==> src/rtl/acc_dcache_port_arbiter_if.sv <==
// Requester, dcache-port and status signals of the dcache port arbiter.
// slave is the arbiter's view; master is the surrounding requesters/cache.
interface acc_dcache_port_arbiter_if #(
  parameter int NrReq          = 2,
  parameter int MaxOutstanding = 7,
  parameter int AddrWidth      = 64,
  parameter int DataWidth      = 64
);
  localparam int CntWidth = $clog2(MaxOutstanding + 1);

  logic                         flush;
  logic [NrReq-1:0]             req_valid;
  logic [NrReq-1:0]             req_ready;
  logic [NrReq*AddrWidth-1:0]   req_addr;
  logic [NrReq-1:0]             req_we;
  logic [NrReq*DataWidth-1:0]   req_wdata;
  logic [NrReq*DataWidth/8-1:0] req_be;
  logic                         mem_req_valid;
  logic                         mem_req_ready;
  logic [AddrWidth-1:0]         mem_addr;
  logic                         mem_we;
  logic [DataWidth-1:0]         mem_wdata;
  logic [DataWidth/8-1:0]       mem_be;
  logic                         mem_rsp_valid;
  logic [DataWidth-1:0]         mem_rsp_rdata;
  logic [NrReq-1:0]             rsp_valid;
  logic [DataWidth-1:0]         rsp_rdata;
  logic [CntWidth-1:0]          outstanding;
  logic                         busy;
  logic                         spurious_rsp;

  modport slave (
    input  flush, req_valid, req_addr, req_we, req_wdata, req_be,
           mem_req_ready, mem_rsp_valid, mem_rsp_rdata,
    output req_ready, mem_req_valid, mem_addr, mem_we, mem_wdata, mem_be,
           rsp_valid, rsp_rdata, outstanding, busy, spurious_rsp
  );

  modport master (
    output flush, req_valid, req_addr, req_we, req_wdata, req_be,
           mem_req_ready, mem_rsp_valid, mem_rsp_rdata,
    input  req_ready, mem_req_valid, mem_addr, mem_we, mem_wdata, mem_be,
           rsp_valid, rsp_rdata, outstanding, busy, spurious_rsp
  );
endinterface

==> src/rtl/acc_dcache_port_arbiter.sv <==
// Round-robin share of one dcache port, credit-capped, with in-order response routing.
// Request and response paths are 0-cycle combinational; a stalled grant is held until accepted.
module acc_dcache_port_arbiter #(
  parameter int NrReq          = 2,
  parameter int MaxOutstanding = 7,
  parameter int AddrWidth      = 64,
  parameter int DataWidth      = 64
) (
  input  logic                     clk_i,
  input  logic                     rst_ni,
  acc_dcache_port_arbiter_if.slave bus
);
  localparam int IdWidth  = $clog2(NrReq);
  localparam int CntWidth = $clog2(MaxOutstanding + 1);
  localparam int PtrWidth = (MaxOutstanding > 1) ? $clog2(MaxOutstanding) : 1;
  localparam int BeWidth  = DataWidth / 8;

  typedef struct packed {
    logic [AddrWidth-1:0] addr;
    logic                 we;
    logic [DataWidth-1:0] wdata;
    logic [BeWidth-1:0]   be;
  } mem_req_t;

  logic [IdWidth-1:0]  rr_q;
  logic                lock_q;
  logic [IdWidth-1:0]  lock_idx_q;
  logic [CntWidth-1:0] cnt_q;
  logic [PtrWidth-1:0] wr_ptr_q;
  logic [PtrWidth-1:0] rd_ptr_q;
  logic [IdWidth-1:0]  id_fifo_q [MaxOutstanding];

  logic [IdWidth-1:0]  sel;
  logic [IdWidth-1:0]  cand;
  logic                found;
  logic                grant_en;
  logic                accept;
  logic                pop;
  mem_req_t            sel_req;
  mem_req_t            mem_req;

  function automatic logic [PtrWidth-1:0] ptr_inc(input logic [PtrWidth-1:0] p);
    return (p == PtrWidth'(MaxOutstanding - 1)) ? '0 : p + 1'b1;
  endfunction

  // Credits are taken from the registered count only, so a same-cycle response never frees a slot.
  assign grant_en = rst_ni && !bus.flush && (cnt_q < CntWidth'(MaxOutstanding));

  always_comb begin
    found = 1'b0;
    sel   = lock_idx_q;
    cand  = '0;
    if (lock_q) begin
      found = 1'b1;
    end else begin
      for (int i = 0; i < NrReq; i++) begin
        cand = IdWidth'((int'(rr_q) + i) % NrReq);
        if (!found && bus.req_valid[cand]) begin
          found = 1'b1;
          sel   = cand;
        end
      end
    end
  end

  always_comb begin
    sel_req.addr  = bus.req_addr[sel*AddrWidth +: AddrWidth];
    sel_req.we    = bus.req_we[sel];
    sel_req.wdata = bus.req_wdata[sel*DataWidth +: DataWidth];
    sel_req.be    = bus.req_be[sel*BeWidth +: BeWidth];
  end

  assign bus.mem_req_valid = grant_en && found;
  assign mem_req           = bus.mem_req_valid ? sel_req : '0;
  assign bus.mem_addr      = mem_req.addr;
  assign bus.mem_we        = mem_req.we;
  assign bus.mem_wdata     = mem_req.wdata;
  assign bus.mem_be        = mem_req.be;

  assign accept        = bus.mem_req_valid && bus.mem_req_ready;
  assign bus.req_ready = accept ? (NrReq'(1) << sel) : '0;

  // The ID FIFO occupancy always equals cnt_q, so the count doubles as the empty flag.
  assign pop              = rst_ni && bus.mem_rsp_valid && (cnt_q != '0);
  assign bus.rsp_valid    = pop ? (NrReq'(1) << id_fifo_q[rd_ptr_q]) : '0;
  assign bus.rsp_rdata    = bus.mem_rsp_rdata;
  assign bus.spurious_rsp = rst_ni && bus.mem_rsp_valid && (cnt_q == '0);
  assign bus.outstanding  = cnt_q;
  assign bus.busy         = (cnt_q != '0);

  always_ff @(posedge clk_i or negedge rst_ni) begin
    if (!rst_ni) begin
      rr_q       <= '0;
      lock_q     <= 1'b0;
      lock_idx_q <= '0;
      cnt_q      <= '0;
      wr_ptr_q   <= '0;
      rd_ptr_q   <= '0;
    end else begin
      if (accept) begin
        rr_q     <= (sel == IdWidth'(NrReq - 1)) ? '0 : sel + 1'b1;
        wr_ptr_q <= ptr_inc(wr_ptr_q);
        lock_q   <= 1'b0;
      end else if (bus.mem_req_valid) begin
        lock_q     <= 1'b1;
        lock_idx_q <= sel;
      end
      if (pop) begin
        rd_ptr_q <= ptr_inc(rd_ptr_q);
      end
      case ({accept, pop})
        2'b10:   cnt_q <= cnt_q + 1'b1;
        2'b01:   cnt_q <= cnt_q - 1'b1;
        default: cnt_q <= cnt_q;
      endcase
    end
  end

  always_ff @(posedge clk_i) begin
    if (accept) begin
      id_fifo_q[wr_ptr_q] <= sel;
    end
  end
endmodule

==> src/flat_wrapper.sv <==
// flat-port wrapper written by rule: the top's interface ports become plain ports
module acc_dcache_port_arbiter_flat 
#(
  parameter int NrReq          = 2,
  parameter int MaxOutstanding = 7,
  parameter int AddrWidth      = 64,
  parameter int DataWidth      = 64
)
  (clk_i, rst_ni, bus_flush, bus_req_valid, bus_req_addr, bus_req_we, bus_req_wdata, bus_req_be, bus_mem_req_ready, bus_mem_rsp_valid, bus_mem_rsp_rdata, bus_req_ready, bus_mem_req_valid, bus_mem_addr, bus_mem_we, bus_mem_wdata, bus_mem_be, bus_rsp_valid, bus_rsp_rdata, bus_outstanding, bus_busy, bus_spurious_rsp);
  acc_dcache_port_arbiter_if #(.NrReq(NrReq), .MaxOutstanding(MaxOutstanding), .AddrWidth(AddrWidth), .DataWidth(DataWidth)) bus_i ();
  input  logic clk_i;
  input  logic rst_ni;
  input wire logic [$bits(bus_i.flush)-1:0] bus_flush;
  input wire logic [$bits(bus_i.req_valid)-1:0] bus_req_valid;
  input wire logic [$bits(bus_i.req_addr)-1:0] bus_req_addr;
  input wire logic [$bits(bus_i.req_we)-1:0] bus_req_we;
  input wire logic [$bits(bus_i.req_wdata)-1:0] bus_req_wdata;
  input wire logic [$bits(bus_i.req_be)-1:0] bus_req_be;
  input wire logic [$bits(bus_i.mem_req_ready)-1:0] bus_mem_req_ready;
  input wire logic [$bits(bus_i.mem_rsp_valid)-1:0] bus_mem_rsp_valid;
  input wire logic [$bits(bus_i.mem_rsp_rdata)-1:0] bus_mem_rsp_rdata;
  output wire logic [$bits(bus_i.req_ready)-1:0] bus_req_ready;
  output wire logic [$bits(bus_i.mem_req_valid)-1:0] bus_mem_req_valid;
  output wire logic [$bits(bus_i.mem_addr)-1:0] bus_mem_addr;
  output wire logic [$bits(bus_i.mem_we)-1:0] bus_mem_we;
  output wire logic [$bits(bus_i.mem_wdata)-1:0] bus_mem_wdata;
  output wire logic [$bits(bus_i.mem_be)-1:0] bus_mem_be;
  output wire logic [$bits(bus_i.rsp_valid)-1:0] bus_rsp_valid;
  output wire logic [$bits(bus_i.rsp_rdata)-1:0] bus_rsp_rdata;
  output wire logic [$bits(bus_i.outstanding)-1:0] bus_outstanding;
  output wire logic [$bits(bus_i.busy)-1:0] bus_busy;
  output wire logic [$bits(bus_i.spurious_rsp)-1:0] bus_spurious_rsp;
  assign bus_i.flush = bus_flush;
  assign bus_i.req_valid = bus_req_valid;
  assign bus_i.req_addr = bus_req_addr;
  assign bus_i.req_we = bus_req_we;
  assign bus_i.req_wdata = bus_req_wdata;
  assign bus_i.req_be = bus_req_be;
  assign bus_i.mem_req_ready = bus_mem_req_ready;
  assign bus_i.mem_rsp_valid = bus_mem_rsp_valid;
  assign bus_i.mem_rsp_rdata = bus_mem_rsp_rdata;
  assign bus_req_ready = bus_i.req_ready;
  assign bus_mem_req_valid = bus_i.mem_req_valid;
  assign bus_mem_addr = bus_i.mem_addr;
  assign bus_mem_we = bus_i.mem_we;
  assign bus_mem_wdata = bus_i.mem_wdata;
  assign bus_mem_be = bus_i.mem_be;
  assign bus_rsp_valid = bus_i.rsp_valid;
  assign bus_rsp_rdata = bus_i.rsp_rdata;
  assign bus_outstanding = bus_i.outstanding;
  assign bus_busy = bus_i.busy;
  assign bus_spurious_rsp = bus_i.spurious_rsp;
  acc_dcache_port_arbiter #(.NrReq(NrReq), .MaxOutstanding(MaxOutstanding), .AddrWidth(AddrWidth), .DataWidth(DataWidth)) u_core (.clk_i(clk_i), .rst_ni(rst_ni), .bus(bus_i));
endmodule
==> config.mk <==
export PLATFORM = sky130hd
export DESIGN_NAME = acc_dcache_port_arbiter_flat
export DESIGN_NICKNAME = d
export VERILOG_FILES = /design/src/rtl/acc_dcache_port_arbiter_if.sv /design/src/rtl/acc_dcache_port_arbiter.sv /design/src/flat_wrapper.sv
export SDC_FILE = /design/constraint.sdc
export NUM_CORES = 1
export LEC_CHECK = 0
export ABC_AREA = 1
export CORE_AREA = 5 5 215 217
export DETAILED_ROUTE_END_ITERATION = 12
export DIE_AREA = 0 0 220 222
export PLACE_DENSITY_LB_ADDON = 0.3
export SYNTH_ARGS = -nofsm -noshare
export SYNTH_HDL_FRONTEND = slang
export SYNTH_SLANG_ARGS = --single-unit
==> constraint.sdc <==
create_clock -name clk_i -period 2.65 [get_ports clk_i]
set_clock_uncertainty 0.05 [all_clocks]
set_input_delay 0.265 -clock clk_i [delete_from_list [all_inputs] [get_ports clk_i]]
set_output_delay 0.265 -clock clk_i [all_outputs]
set_load 0.05 [all_outputs]
After elaboration in Yosys (flattened, before gate mapping)
Memories as Yosys holds them, arrays and structs flattened.
Index checks and enable logic that the tools add are counted.
{ "totals": {"wordCells": 66, "input_bits": 345, "mem_bits_rw": 7, "n_memories": 1, "regBits": 12, "output_inout_bits": 211} }
{ "memory_table": {"columns": ["memory", "words", "width", "rd", "rd_clocked_by_memory_dff", "write_ports", "line_no", "rtl"], "rows": [
  ["u_core.id_fifo_q", 7, 1, 1, 0, 1, "acc_dcache_port_arbiter.sv:31", "logic [IdWidth-1:0] id_fifo_q [MaxOutstanding];"]
]} }
{ "op_classes": {"shift": 5, "magnitude_cmp": 4, "mux": 24, "n_addsub": 6, "eq_ne": 4, "n_reduce_logical": 15, "n_bitwise": 1} }
{ "ops": {"columns": ["cell", "n"], "rows": [
  ["128-bit by 8-bit variable part select with 64-bit output", 2],
  ["137-bit 2-to-1 mux", 1],
  ["1-bit 2-to-1 mux", 18],
  ["16-bit by 5-bit variable part select with 8-bit output", 1],
  ["3-bit by 1-bit adder with 3-bit output, second input constant", 3],
  ["1-bit logical AND", 8],
  ["3-bit == test, second input constant", 2],
  ["1-bit by 2-bit less-than comparator with 1-bit output, second input constant", 3],
  ["3-bit 2-to-1 mux", 2],
  ["3-bit case mux with 2 select lines", 1],
  ["2-bit 2-to-1 mux", 2],
  ["2-bit nonzero test", 2],
  ["1-bit by 1-bit left shift with 2-bit output, first input constant", 2],
  ["3-bit zero test", 1],
  ["3-bit less-than comparator, second input constant", 1],
  ["3-bit nonzero test", 1],
  ["3-bit by 1-bit subtractor with 3-bit output, second input constant", 1],
  ["1-bit adder, second input constant", 2],
  ["2-bit by 1-bit == test with 1-bit output, second input constant", 1],
  ["2-bit == test, second input constant", 1],
  ["1-bit zero test", 2],
  ["2-bit AND reduction", 1],
  ["1-bit inverter", 1]
]} }

Logic depth before layout (Yosys ltp)
{ "logic_depth": {"depth_word": 12, "depth_mapped": 10, "ltp_nobuf": 10} }

Least setup slack after synthesis
No wires, ideal clock.
{ "synth_timing": {"kind": "reg2reg", "from": "register u_core.cnt_q[0], in the netlist u_core.bus.outstanding[0]", "to": "register u_core.cnt_q[2], in the netlist u_core.bus.outstanding[2]", "n_path_buf": 0, "slack_ns": -0.173, "setup_ns": 0.079, "arrival_ns": 2.693, "required_ns": 2.521, "synth_period_minus_slack_ns": 2.823, "stages_incl_launch_ff": 11, "cell_sequence": "dfrtp_1 -> inv_1 -> nand3_1 -> nand2_1 -> inv_1 -> ha_1 -> inv_1 -> fa_1 -> or2_2 -> nand2_1 -> xor2_1"} }
{ "synth_between": {"elab_cells_between_ends": 12, "classes_between": "add/sub (2); order compare (1); eq/ne (2); mux (1); reduce/logical (6)"} }
{ "synth_lines": {"columns": ["item", "line_no", "rtl"], "rows": [
  ["start: declaration", "acc_dcache_port_arbiter.sv:28", "logic [CntWidth-1:0] cnt_q;"],
  ["start signal: assignment", "acc_dcache_port_arbiter.sv:112", "2'b10: cnt_q <= cnt_q + 1'b1;"],
  ["start signal: assignment", "acc_dcache_port_arbiter.sv:113", "2'b01: cnt_q <= cnt_q - 1'b1;"],
  ["start signal: assignment", "acc_dcache_port_arbiter.sv:114", "default: cnt_q <= cnt_q;"],
  ["3-bit nonzero test *", null, null],
  ["net bus_busy", "flat_wrapper.sv:31", "output wire logic [$bits(bus_i.busy)-1:0] bus_busy;"],
  ["1-bit logical AND *", "acc_dcache_port_arbiter.sv:84", "assign pop = rst_ni && bus.mem_rsp_valid && (cnt_q != '0);"],
  ["net u_core.pop", "acc_dcache_port_arbiter.sv:38", "logic pop;"],
  ["2-bit by 1-bit == test with 1-bit output or 2-bit == test (tied branches)", "acc_dcache_port_arbiter.sv:111", "case ({accept, pop})"],
  ["3-bit case mux with 2 select lines or 2-bit nonzero test (tied branches)", null, null]
]} }
The timed path passes the listed nets; every way through them passes the cells marked *.
A chain may end at the register's enable or synchronous reset.

Worst setup path after layout
{ "layout_timing": {"from": "input bus_req_valid[1]", "to": "output bus_mem_wdata[54]"} }
{ "layout_between": {"elab_chain_len": 10, "elab_cells_between_ends": 16, "classes_between": "shift (1); mux (12); reduce/logical (3)"} }
{ "layout_rtl": {"columns": ["item", "line_no", "rtl"], "rows": [
  ["start: declaration", "flat_wrapper.sv:14", "input wire logic [$bits(bus_i.req_valid)-1:0] bus_req_valid;"],
  ["1-bit 2-to-1 mux (implied by the code) (2 in series)", "acc_dcache_port_arbiter.sv:58", "if (!found && bus.req_valid[cand]) begin"],
  ["1-bit 2-to-1 mux", "acc_dcache_port_arbiter.sv:58", null],
  ["1-bit 2-to-1 mux", "acc_dcache_port_arbiter.sv:53", "if (lock_q) begin"],
  ["1-bit zero test", "acc_dcache_port_arbiter.sv:58", null],
  ["1-bit logical AND", "acc_dcache_port_arbiter.sv:58", null],
  ["1-bit 2-to-1 mux", "acc_dcache_port_arbiter.sv:58", null],
  ["1-bit 2-to-1 mux", "acc_dcache_port_arbiter.sv:53", null],
  ["128-bit by 8-bit variable part select with 64-bit output or 1-bit logical AND (tied branches)", "acc_dcache_port_arbiter.sv:69, acc_dcache_port_arbiter.sv:73", null],
  ["137-bit 2-to-1 mux *", "acc_dcache_port_arbiter.sv:74", "assign mem_req = bus.mem_req_valid ? sel_req : '0;"],
  ["end: declaration", "flat_wrapper.sv:26", "output wire logic [$bits(bus_i.mem_wdata)-1:0] bus_mem_wdata;"]
]} }
Every way passes the cells marked *; elsewhere a longest branch is shown, timed or not. The select of a mux whose other input is x is not followed.

==> run summary <==
pwr dens - 600.3 mW/mm^2
RSZ-0062 raised after global routing - false
Worst R2R Setup Slack - 590 ps
Min Hold Slack - 283.7 ps
Synth area leader - nor2_1
first-pass GRT wire length - 38.14 mm
Synth-to-Final Area Change - 133.6%
Syn Nets - 1291
htree depth - 1
post-synth top area share - 0.2359
Die X - 220 microns
vias per inst - 3.527
Area contributors post-synth - nor2_1 (24%), nand3_1 (16%), nand2_1 (15%)
most common cell in the netlist - nor2_1
FMAX - 400.1 MHz
number of flops mapped to enable cells by yosys - 7
initial antenna violation count - 0
# Post-CTS Setup Buffers - 0
Total GRT Usage - 0.09702
Synth async-reset ratio - 0.6316
Yosys cell types - 21
Lkg Pwr - 5.011 nW
final core utilization - 0.2428
Slew headroom - 0.5418
Max Slew Vio Count - 0
Core Box Area - 0.04393 sq mm
worst-skew pair later-pin latency - 250 ps
synthesized flop and latch total - 19
ANT cells - 0
Final Wtd Congestion - 0.7811
clock tree from TritonCTS - done
Clock Pin Slew Worst Setup and Hold Paths - 50 ps
CTS max path bufs - 2
Worst Path Required - 2340 ps
worst reg2reg path depth - 9
PortBufs - 427
CP startpoint kind - input port
Syn Std Cell Area - 0.004567 sq mm
layout cell share with drive strength beyond 1 - 0.1466
Post-synth top cells - nor2_1 (287), nand2_1 (179), inv_1 (157)
via count of the routed design - 6610
CP Class - in -> out
crit path capture type - primary output
# DRC - 0
fin crit share - 0.9431
hold crit path type - in -> async
DR pass1 iterations - 6
Detailed Place HPWL - 21.69 mm
Chip Height - 222 microns
Final nets - 1630
CTS buffer count - 3
# hold bufs at CTS - 0
grt total ovfl - 0
Die Area - 0.04884 sq mm
Clock Tree Root - clkbuf_16
Worst-Margin Slew - 687.3 ps
Placed Area - 0.01059 sq mm
Post-Synthesis Cells - 944
largest net degree at the start of global routing - 139
I/O Pins - 556
# resized after CTS - 0
Starting Density - 0.1040
Row Count - 77
Seq/Total Area, Yosys - 0.1118
WL final - 26.05 mm
max cap viols - 0
setup_tns - 0 ps
ANT nets after route - 0
minimum clock period - 2499 ps
Final Instance Area - 0.01067 sq mm
R2R Path End - u_core.bus.outstanding[2]
Design Power - 6.404 mW
Max VDD drop - 0.4652 mV
Crit Reg-Reg Startpoint - u_core.lock_q
endpoints failing setup - 0
Ys Warns - 0
# clock sinks - 19
vias in the first global route - 6560
Final Hold Violating Endpoints - 0
Wirelength per Cell - 13.90 microns
syn_area_per_cell - 4.838 sq um
DRT iter0 DRCs - 313
arrival time at the worst endpoint - 2180 ps
status - complete, no violations
Synth Flop Type - dfrtp_1
CP max FO - 138
-- cells by family after synthesis --
logic type,share of synthesized area
adder cells (fa/ha/maj),0.007123
buffers and inverters,0.3074
AND/OR/NAND/NOR,0.5548
AO/OA/AOI/OAI,0.01507
flip-flops,0.1118
XOR/XNOR,0.003836
-- where the power goes --
group	switching, mW	internal [mW]	leakage, nW	total (mW)
logic	3.20	2.35	4.76	5.55
clock network	0.105	0.205	0.0382	0.310
registers	0.131	0.412	0.212	0.543
-- per-stage QoR --
step           setup slack [ps]  cells
5_1_grt                   33.65   1874
3_3_place_gp              160.6   1870
2_1_floorplan             75.07    944
6_report                  150.9   1874
4_1_cts                   144.6   1874
3_5_place_dp              154.7   1870
-- registers in the layout (all words and copies together) (netlist names) --
register                flops
u_core.bus.outstanding      3
u_core.id_fifo_q            7
u_core.lock_idx_q           1
u_core.lock_q               1
u_core.rd_ptr_q             3
u_core.rr_q                 1
u_core.wr_ptr_q             3
-- worst max path at each step --
stage	startpoint	endpoint	slack, ps	cells after the start
floorplan	u_core.bus.outstanding[0]	u_core.bus.outstanding[2]	80	10
global placement	bus_req_valid[0]	u_core.bus.outstanding[2]	160	10
detailed placement	rst_ni	bus_mem_addr[43]	150	9
CTS	rst_ni	bus_mem_wdata[61]	140	10
global route	bus_req_valid[0]	bus_mem_addr[41]	30	9
finish	bus_req_valid[1]	bus_mem_wdata[54]	150	9
-- worst max-delay path: stages --
cell and delay [ps]:
clkdlybuf4s50_1 470, inv_1 50, nor2_1 280, o21ai_4 110, buf_12 250, nand3_1 170
nand2_1 60, nor2_1 200, buf_12 170
-- cell usage in the layout (no fill, tap or decap), drive strengths merged --
| cell type | synthesis | final |
|---|---|---|
| nor2 | 287 | 287 |
| clkdlybuf4s50 | 0 | 284 |
| nand2 | 179 | 179 |
| buf | 120 | 177 |
| inv | 159 | 159 |
| nand3 | 148 | 148 |
| dfrtp | 12 | 12 |
| o21ai | 10 | 10 |
| edfxtp | 7 | 7 |
| nor3 | 5 | 5 |
| clkbuf | 7 | 4 |
| a21oi | 3 | 3 |
| nand4 | 2 | 2 |
| or2 | 1 | 1 |
| xor2 | 1 | 1 |
| xnor2 | 1 | 1 |
| fa | 1 | 1 |
| ha | 1 | 1 |
-- final cells by class --
| class | count | area [sq um] |
|---|---|---|
| multi-input combinational | 639 | 2690 |
| timing repair buffer | 461 | 6048 |
| tap | 592 | 740.7 |
| inverter | 159 | 599.3 |
| clock buffer | 4 | 78.83 |
| sequential | 19 | 510.5 |
| fill | 4948 | 33260 |
-- routing by layer --
layer | share of wire | vias to the layer above | global-route usage
met3 | 0.10 | 46 | 0.03086
met4 | 0.031 | 0 | 0.02939
li1 | - | 3404 | -
met1 | 0.38 | 2816 | 0.1079
met5 | 0 | - | 0
met2 | 0.48 | 344 | 0.1752
(Power assumes the default switching activity.)
